===== config.mk =====
export PLATFORM = sky130hd
export DESIGN_NAME = cia_word_unit
export DESIGN_NICKNAME = d
export VERILOG_FILES = /design/src/rtl/cia_pkg.sv /design/src/rtl/CIA8Bit.sv /design/src/rtl/cia_word_unit.sv /design/src/rtl/cia_word_sequencer.sv
export SDC_FILE = /design/constraint.sdc
export NUM_CORES = 1
export LEC_CHECK = 0
export ABC_AREA = 0
export CORE_MARGIN = 3
export CORE_UTILIZATION = 51
export DETAILED_ROUTE_END_ITERATION = 10
export PLACE_DENSITY = 0.79
export REMOVE_ABC_BUFFERS = 1
export SLEW_MARGIN = 20
export SYNTH_ARGS = -nofsm -noshare
export SYNTH_HDL_FRONTEND = slang
export SYNTH_SLANG_ARGS = --single-unit

===== constraint.sdc =====
create_clock -name clk -period 3.9 [get_ports clk]
set_input_delay 0.78 -clock clk [delete_from_list [all_inputs] [get_ports clk]]
set_output_delay 0.78 -clock clk [all_outputs]
set_load 0.05 [all_outputs]

===== src/rtl/cia_pkg.sv =====
// Shared definitions for the byte-serial carry-increment word unit.
package cia_pkg;

   localparam int BYTE_W = 8;
   localparam int MAX_NBYTES = 16;
   localparam int MAX_W = BYTE_W * MAX_NBYTES;

   typedef enum logic [1:0] {
      IDLE = 2'b00,
      RUN  = 2'b01,
      DONE = 2'b10
   } state_t;

   // Picks limb idx out of a word zero-extended to MAX_W bits.
   function automatic logic [BYTE_W-1:0] byte_sel(
      input logic [MAX_W-1:0] word,
      input logic [3:0]       idx
   );
      return word[idx*BYTE_W +: BYTE_W];
   endfunction

endpackage


===== src/rtl/CIA8Bit.sv =====
// 8-bit carry-increment adder: rippled low nibble selects between
// the upper nibble sum and its increment.
module CIA8Bit (
   input  logic [7:0] i_a,
   input  logic [7:0] i_b,
   input  logic       i_cin,
   output logic [7:0] o_s,
   output logic       o_cout
);

   logic [4:0] w_lo;
   logic [4:0] w_hi0;
   logic [4:0] w_hi1;

   assign w_lo  = {1'b0, i_a[3:0]} + {1'b0, i_b[3:0]} + {4'b0, i_cin};
   assign w_hi0 = {1'b0, i_a[7:4]} + {1'b0, i_b[7:4]};
   assign w_hi1 = w_hi0 + 5'd1;

   assign o_s    = {(w_lo[4] ? w_hi1[3:0] : w_hi0[3:0]), w_lo[3:0]};
   assign o_cout = w_lo[4] ? w_hi1[4] : w_hi0[4];

endmodule


===== src/rtl/cia_word_unit.sv =====
// Integration wrapper: the word sequencer driving one shared CIA8Bit.
module cia_word_unit
   import cia_pkg::*;
#(
   parameter int NBYTES = 4
) (
   input  logic                     clk,
   input  logic                     rst,
   input  logic                     start_valid,
   output logic                     start_ready,
   input  logic [BYTE_W*NBYTES-1:0] op_a,
   input  logic [BYTE_W*NBYTES-1:0] op_b,
   input  logic                     cin,
   input  logic                     sub,
   output logic [BYTE_W*NBYTES-1:0] result,
   output logic                     cout,
   output logic                     ovf,
   output logic                     done_valid,
   input  logic                     done_ready
);

   logic [BYTE_W-1:0] w_add_a;
   logic [BYTE_W-1:0] w_add_b;
   logic              w_add_cin;
   logic [BYTE_W-1:0] w_add_s;
   logic              w_add_cout;

   cia_word_sequencer #(.NBYTES(NBYTES)) u_seq (
      .clk         (clk),
      .rst         (rst),
      .start_valid (start_valid),
      .start_ready (start_ready),
      .op_a        (op_a),
      .op_b        (op_b),
      .cin         (cin),
      .sub         (sub),
      .result      (result),
      .cout        (cout),
      .ovf         (ovf),
      .done_valid  (done_valid),
      .done_ready  (done_ready),
      .add_a       (w_add_a),
      .add_b       (w_add_b),
      .add_cin     (w_add_cin),
      .add_s       (w_add_s),
      .add_cout    (w_add_cout)
   );

   CIA8Bit u_add (
      .i_a    (w_add_a),
      .i_b    (w_add_b),
      .i_cin  (w_add_cin),
      .o_s    (w_add_s),
      .o_cout (w_add_cout)
   );

endmodule


===== src/rtl/cia_word_sequencer.sv =====
// Steps one shared 8-bit adder over NBYTES limbs, LSB first, to form
// A+B+cin or A-B with valid/ready handshakes on both sides.
module cia_word_sequencer
   import cia_pkg::*;
#(
   parameter int NBYTES = 4
) (
   input  logic                     clk,
   input  logic                     rst,
   input  logic                     start_valid,
   output logic                     start_ready,
   input  logic [BYTE_W*NBYTES-1:0] op_a,
   input  logic [BYTE_W*NBYTES-1:0] op_b,
   input  logic                     cin,
   input  logic                     sub,
   output logic [BYTE_W*NBYTES-1:0] result,
   output logic                     cout,
   output logic                     ovf,
   output logic                     done_valid,
   input  logic                     done_ready,
   output logic [BYTE_W-1:0]        add_a,
   output logic [BYTE_W-1:0]        add_b,
   output logic                     add_cin,
   input  logic [BYTE_W-1:0]        add_s,
   input  logic                     add_cout
);

   localparam int W  = BYTE_W * NBYTES;
   localparam int IW = $clog2(NBYTES);
   localparam logic [IW-1:0] LAST = IW'(NBYTES - 1);

   state_t          r_state;
   logic [W-1:0]    r_a;
   logic [W-1:0]    r_b;
   logic [W-1:0]    r_result;
   logic [IW-1:0]   r_idx;
   logic            r_carry;
   logic            r_cout;
   logic            r_ovf;
   logic            r_done_valid;

   logic              w_run;
   logic              w_last;
   logic [BYTE_W-1:0] w_a_byte;
   logic [BYTE_W-1:0] w_b_byte;

   assign w_run    = (r_state == RUN);
   assign w_last   = (r_idx == LAST);
   assign w_a_byte = byte_sel(MAX_W'(r_a), 4'(r_idx));
   assign w_b_byte = byte_sel(MAX_W'(r_b), 4'(r_idx));

   // Adder inputs stay quiet outside RUN so the shared adder does not toggle.
   assign add_a   = w_run ? w_a_byte : '0;
   assign add_b   = w_run ? w_b_byte : '0;
   assign add_cin = w_run & r_carry;

   assign start_ready = (r_state == IDLE) & ~rst;
   assign done_valid  = r_done_valid;
   assign result      = r_result;
   assign cout        = r_cout;
   assign ovf         = r_ovf;

   always_ff @(posedge clk or posedge rst) begin
      if (rst) begin
         r_state      <= IDLE;
         r_a          <= '0;
         r_b          <= '0;
         r_result     <= '0;
         r_idx        <= '0;
         r_carry      <= 1'b0;
         r_cout       <= 1'b0;
         r_ovf        <= 1'b0;
         r_done_valid <= 1'b0;
      end else begin
         unique case (r_state)
            IDLE: begin
               if (start_valid) begin
                  r_a     <= op_a;
                  r_b     <= sub ? ~op_b : op_b;
                  r_carry <= sub ? 1'b1 : cin;
                  r_idx   <= '0;
                  r_state <= RUN;
               end
            end
            RUN: begin
               r_result[r_idx*BYTE_W +: BYTE_W] <= add_s;
               r_carry <= add_cout;
               if (w_last) begin
                  r_idx        <= '0;
                  r_cout       <= add_cout;
                  r_ovf        <= (w_a_byte[7] == w_b_byte[7]) &&
                                  (add_s[7] != w_a_byte[7]);
                  r_done_valid <= 1'b1;
                  r_state      <= DONE;
               end else begin
                  r_idx <= r_idx + 1'b1;
               end
            end
            DONE: begin
               if (done_ready) begin
                  r_done_valid <= 1'b0;
                  r_state      <= IDLE;
               end
            end
            default: r_state <= IDLE;
         endcase
      end
   end

endmodule


* Word-level counts from Yosys, hierarchy flattened
Cells that the tools add are included.
Word-level totals: output and inout bits 36, word-level logic and storage cells 59, register bits 104, bits of input ports 70
Cells by class: bitwise logic cells 4, reductions and logical operators 9, equality and inequality tests 8, shifts and indexed selects 4, muxes and demuxes 19, $add $sub $neg 6
Operators with widths (number):
- 128-bit by 6-bit indexed part select with 8-bit output | 2
- 5-bit negation with 34-bit output | 1
- 8-bit by 34-bit variable shift with 32-bit output, first input constant | 1
- 8-bit by 34-bit indexed part select with 32-bit output | 1
- 32-bit bitwise mux | 1
- 32-bit 2-to-1 mux | 1
- 32-bit NOT | 1
- 8-bit 2-to-1 mux | 2
- 4-bit by 4-bit adder with 5-bit output | 2
- 2-bit 2-to-1 mux | 5
- 2-bit != test, second input constant | 3
- 2-bit case mux with 3 select lines | 1
- 2-bit AND reduction | 3
- 3-bit AND reduction | 2
- 5-bit by 1-bit adder with 5-bit output | 1
- 5-bit by 1-bit adder with 5-bit output, second input constant | 1
- 1-bit 2-to-1 mux | 5
- 2-bit == test, second input constant | 2
- 4-bit 2-to-1 mux | 1
- 1-bit case mux with 2 select lines | 2
- 2-bit case mux with 2 select lines | 1
- 2-bit nonzero test | 2
- 2-bit by 1-bit adder with 2-bit output, second input constant | 1
- 1-bit AND | 2
- 6 further kinds | 6

* Logic depth before layout (Yosys ltp)
Gate-level depths: netlist of the first run.
word-level depth 7, gate-level depth with buffers 12, depth with buffers taken out 11

* Cells and area by module
A second synthesis of the first run with hierarchy kept.
Unflattened totals: cells, all modules 484, area total of the unflattened synthesis 5153.7 um^2
By module, submodules not included:
- cia_word_sequencer | area an instance 4769.6 um^2, sequential area each 2602.5 um^2, cells each 437, instances 1
- CIA8Bit | area an instance 384.1 um^2, sequential area each 0.0 um^2, cells each 47, instances 1

* Least setup slack after synthesis of the first run
No wires, ideal clock.
path kind register -> register, start point register u_seq.r_idx[0], end point register u_seq.r_carry, arrival 3322 ps, clock period less this slack 3426 ps, stages on the path, launching flop included 13, library setup time 104 ps, slack 474 ps, path through dfrtp_1 > buf_2 > buf_2 > mux4_2 > and2_1 > ha_1 > inv_1 > fa_1 > inv_1 > ha_1 > or3b_1 > or4_1 > o311ai_1
On the way: longest elaborated chain between the ends 6, elaborated cells between the ends (all ways) 10, those cells by class 4 x add/sub; 2 x shift; 4 x mux
Ends and longest elaborated chain:
- start: declaration | RTL line cia_word_sequencer.sv:36 | logic [IW-1:0] r_idx;
- start signal: assignment | RTL line cia_word_sequencer.sv:96 | r_idx <= r_idx + 1'b1;
- 128-bit by 6-bit indexed part select with 8-bit output | RTL line cia_pkg.sv:19 | return word[idx*BYTE_W +: BYTE_W];
- 8-bit 2-to-1 mux (on tied branches) | RTL line cia_word_sequencer.sv:53, cia_word_sequencer.sv:54
- 4-bit by 4-bit adder with 5-bit output (on tied branches) | RTL line CIA8Bit.sv:16, CIA8Bit.sv:15
- 5-bit by 1-bit adder with 5-bit output (on tied branches) | RTL line CIA8Bit.sv:17, CIA8Bit.sv:15
- 1-bit 2-to-1 mux (*) | RTL line CIA8Bit.sv:20 | assign o_cout = w_lo[4] ? w_hi1[4] : w_hi0[4];
- 1-bit case mux with 2 select lines (*) | RTL line cia_word_sequencer.sv:75 | unique case (r_state)
- end signal: assignment | RTL line cia_word_sequencer.sv:80 | r_carry <= sub ? 1'b1 : cin;
- end signal: assignment | RTL line cia_word_sequencer.sv:87 | r_carry <= add_cout;
- end: declaration | RTL line cia_word_sequencer.sv:37 | logic r_carry;
Every way passes the cells marked *; elsewhere a longest branch is shown, timed or not. A chain may end at the register's enable or synchronous reset.

* Worst setup path after layout of the first run
Same ends and word-level chain as after synthesis.

==> impl_summary.log, run 1 <==
[metrics] result of the run: finished, final reports clean
[metrics] HPWL after detailed placement: 8.323 mm
[metrics] proportion of power drawn by combinational gates: 54.1%
[metrics] internal portion of total power: 3.080 mW
[metrics] relative contribution of the clock network to total power: 12.0%
[metrics] Placer Congestion: 0.8129
[metrics] Synth Flop Type: dfrtp_1
[metrics] Mean Syn Cell Area: 9.956 um^2
[metrics] Power, Total: 5.579 mW
[metrics] Setup CP Type: register to register
[metrics] DRC errors left: 0
[metrics] number of storage elements in the synthesis netlist: 104
[metrics] number of post-CTS setup repair buffers: 0
[metrics] first-pass GRT wire length: 18.78 mm
[metrics] number of hold buffers added after CTS: 0
[metrics] Reg power frac: 33.9%
[metrics] Num CTS Buffers: 9
[metrics] Worst-path clk slew: 0.10 ns
[metrics] switching power of the nets: 2.499 mW
[metrics] CTS tree: built
[metrics] CP max-delay cell: dfrtp_1
[metrics] cell type with the largest total area after synthesis: dfrtp_1
[metrics] number of instances in the synthesized netlist: 512
[metrics] achievable frequency: 288.3 MHz
[metrics] pin count of the biggest net entering global routing: 105
[metrics] path class of the lowest-slack min-delay path: register to register
[metrics] Resize count post-CTS: 0
[metrics] io pins: 106
[metrics] die boundary width: 106.0 um
[metrics] number of detailed-routing iterations run before antenna repair: 4
[metrics] number of antenna repair diodes: 0
[metrics] detailed-route vias per instance: 5.291
[metrics] number of nets in the layout: 699
[metrics] setup repair after global routing missed its margin: false
[metrics] Post-Route WL: 11.11 mm
[metrics] area grow syn2layout: 27.37%
[metrics] leading cell types by total area after synthesis: dfrtp_1 (51%), nand2_1 (12%), mux4_2 (6.2%)
[metrics] Critical Path Source Type: register
[metrics] top library cells by usage in the layout, fill and taps aside: nand2_1 (165), clkdlybuf4s50_1 (104), dfrtp_1 (104)
[metrics] proportion of layout cells with a drive suffix above 1: 7.955%
[metrics] Final Hold Fails: 0
[metrics] Max clock buf depth: 2
[metrics] min setup slack post-route: 0.4313 ns
[metrics] EDFF count, synth: 0
[metrics] normalized max-slew margin: 41.51%
[metrics] starting DRC count in detailed routing: 126
[metrics] total routing resource utilization after global routing: 20.73%
[metrics] synthesized cell area: 5097 um^2
[metrics] clk_lat worst skew: 0.37 ns
[metrics] floorplan die area: 11,230 um^2
[metrics] number of global-route vias before repair: 3,963
[metrics] time the worst path needs with I/O delays and setup: 3.469 ns
[metrics] clock sink count: 104
[metrics] async set or reset register ratio after synthesis: 100.0%
[metrics] number of placement rows: 35
[metrics] proportion of netlist area held by the largest area contributor: 51.06%
[metrics] slew of the pin with the lowest slew margin: 0.8773 ns
[metrics] PD cells: 859.3 nW/um^2
[metrics] Switching Share: 44.80%
[metrics] effective utilization at floorplan: 53.89%
[metrics] vertical extent of the die: 106.0 um
[metrics] standard cell core area: 9459 um^2
[metrics] period utilisation layout: 88.94%
[metrics] antenna violations before repair: 0
[metrics] count of port buffers added during placement: 105
[metrics] skew final: 0.01402 ns
[metrics] Setup violations, final: 0
[metrics] Routed wire per std cell: 14.92 um
[metrics] GRT Residual Overflow: 0
[metrics] Largest stage delay, worst path: 0.69 ns
[metrics] critical path, cell by cell: mux4_2 -> and2_1 -> ha_1 -> inv_1 -> fa_1 -> inv_1 -> ha_1 -> or3b_1 -> or4_1 -> o311ai_1
[metrics] Yosys warning count: 0
[metrics] most common cell after layout, fill and taps aside: nand2_1
[metrics] Final ANT Viol Nets: 0
[metrics] setup total negative slack: 0 ns
[metrics] CTS root buffer: clkbuf_8
[metrics] peak supply drop: 0.4181 mV
[metrics] vias: 3,942
[metrics] CP required: 4.16 ns
[metrics] crit-path max FO: 11
[metrics] data arrival at the endpoint of the critical path: 3.73 ns
[metrics] max-capacitance violation count: 0
[metrics] Synth cell types: 37
[metrics] pre-CTS WS: 0.4184 ns
[metrics] H-tree depth: 3
[metrics] P_leak: 2.940 nW
[metrics] kind of end point of the critical path: register
[metrics] count of pins over their slew limit: 0
[metrics] worst-case register-to-register setup slack: 0.43 ns
[metrics] Seq/Total Area, Yosys: 51.06%
## flip-flops by register name, summed over array words and instances (netlist names)
signal and count:
u_seq.result 32, u_seq.ovf 1, u_seq.done_valid 1, u_seq.r_a 32
u_seq.r_idx 2, u_seq.r_b 32, u_seq.r_carry 1, u_seq.r_state 2
u_seq.cout 1
## worst paths after layout
path,cells past startpoint,from,endpoint
setup / recovery,10,u_seq.r_idx[0]$_DFFE_PP0P_,u_seq.r_carry$_DFFE_PP0P_
hold / removal,2,u_seq.r_a[4]$_DFFE_PP0P_,u_seq.r_a[4]$_DFFE_PP0P_
setup reg to reg,10,u_seq.r_idx[0]$_DFFE_PP0P_,u_seq.r_carry$_DFFE_PP0P_
hold reg to reg,2,u_seq.r_a[4]$_DFFE_PP0P_,u_seq.r_a[4]$_DFFE_PP0P_
max in group asynchronous,3,rst,u_seq.r_b[6]$_DFFE_PP0P_
min in group asynchronous,3,rst,u_seq.r_state[1]$_DFFE_PP0P_
## metal layers
metal	GRT usage, %	share of wire, %
met4	6.013	1.3
met5	0	0
met1	27.05	43
met2	35.66	50
met3	3.764	5.1
## critical path: cells and delay by family, from the launching register on
family / cells / cell delay, ns
AO/OA/AOI/OAI: 1 / 0.10
AND/OR/NAND/NOR: 3 / 1.08
buffers and inverters: 2 / 0.16
multiplexers: 1 / 0.56
adder cells (fa/ha/maj): 3 / 0.78
flip-flops: 1 / 0.69
## through the flow
stage          std cells  hold WS [ns]  area, um^2  utilization, %
2_1_floorplan        485        0.4401        4987               -
3_3_place_gp         730        0.4590        6297           66.57
3_5_place_dp         730        0.4621        6297           66.57
4_1_cts              745        0.4836        6492           68.64
5_1_grt              745        0.4966        6492           68.64
6_report             745        0.4804        6492           68.64
## cell families after synthesis
kind of cell,synth area share [%]
xor+xnor,6.357
flops,51.06
compound gates,10.33
simple gates,17.80
buf+inv,2.823
fa+ha+maj,4.615
mux,7.020
## area by class of cell
| type | instances | area [um^2] |
|---|---|---|
| fill | 745 | 2967 |
| sequential | 104 | 2603 |
| multi-input combinational | 372 | 2356 |
| timing repair buffer | 116 | 1141 |
| tap | 129 | 161.4 |
| clock buffer | 10 | 137.6 |
| clock inverter | 5 | 57.56 |
| inverter | 9 | 36.28 |
## cell usage after synthesis, types with 2 or more instances
cell	n
nor2_1	10
buf_2	7
a21oi_1	3
dfrtp_1	104
nor3_1	4
nand2_1	166
nand3_1	3
and2_1	13
mux2_2	2
ha_1	14
xnor2_1	36
nor2b_1	3
mux2i_1	2
fa_1	3
a22o_1	16
buf_1	2
inv_1	9
mux4_2	14
o21ai_0	55
nand2b_1	4
nand4_1	3
or4_1	3
o31ai_1	3
a21o_1	3
clkbuf_1	18
## power groups by stage
stage	logic [mW]	clock network, mW	registers (mW)
floorplan	1.59	0	2.34
global placement	2.93	0	1.89
detailed placement	3.03	0	1.92
CTS	3.05	0.679	1.89
global route	3.34	0.717	1.95
finish	3.02	0.669	1.89
(Power assumes the default switching activity.)
==> run 2: changes to the inputs <==
--- a/config.mk
+++ b/config.mk
@@ -6,9 +6,11 @@
 export NUM_CORES = 1
 export LEC_CHECK = 0
 export ABC_AREA = 0
+export ABC_CLOCK_PERIOD_IN_PS = 3900
 export CORE_MARGIN = 3
 export CORE_UTILIZATION = 51
 export DETAILED_ROUTE_END_ITERATION = 10
+export GPL_TIMING_DRIVEN = 1
 export PLACE_DENSITY = 0.79
 export REMOVE_ABC_BUFFERS = 1
 export SLEW_MARGIN = 20
==> results of run 2 <==
No change in the layout: final DEF, timing and power equal those of run 1.
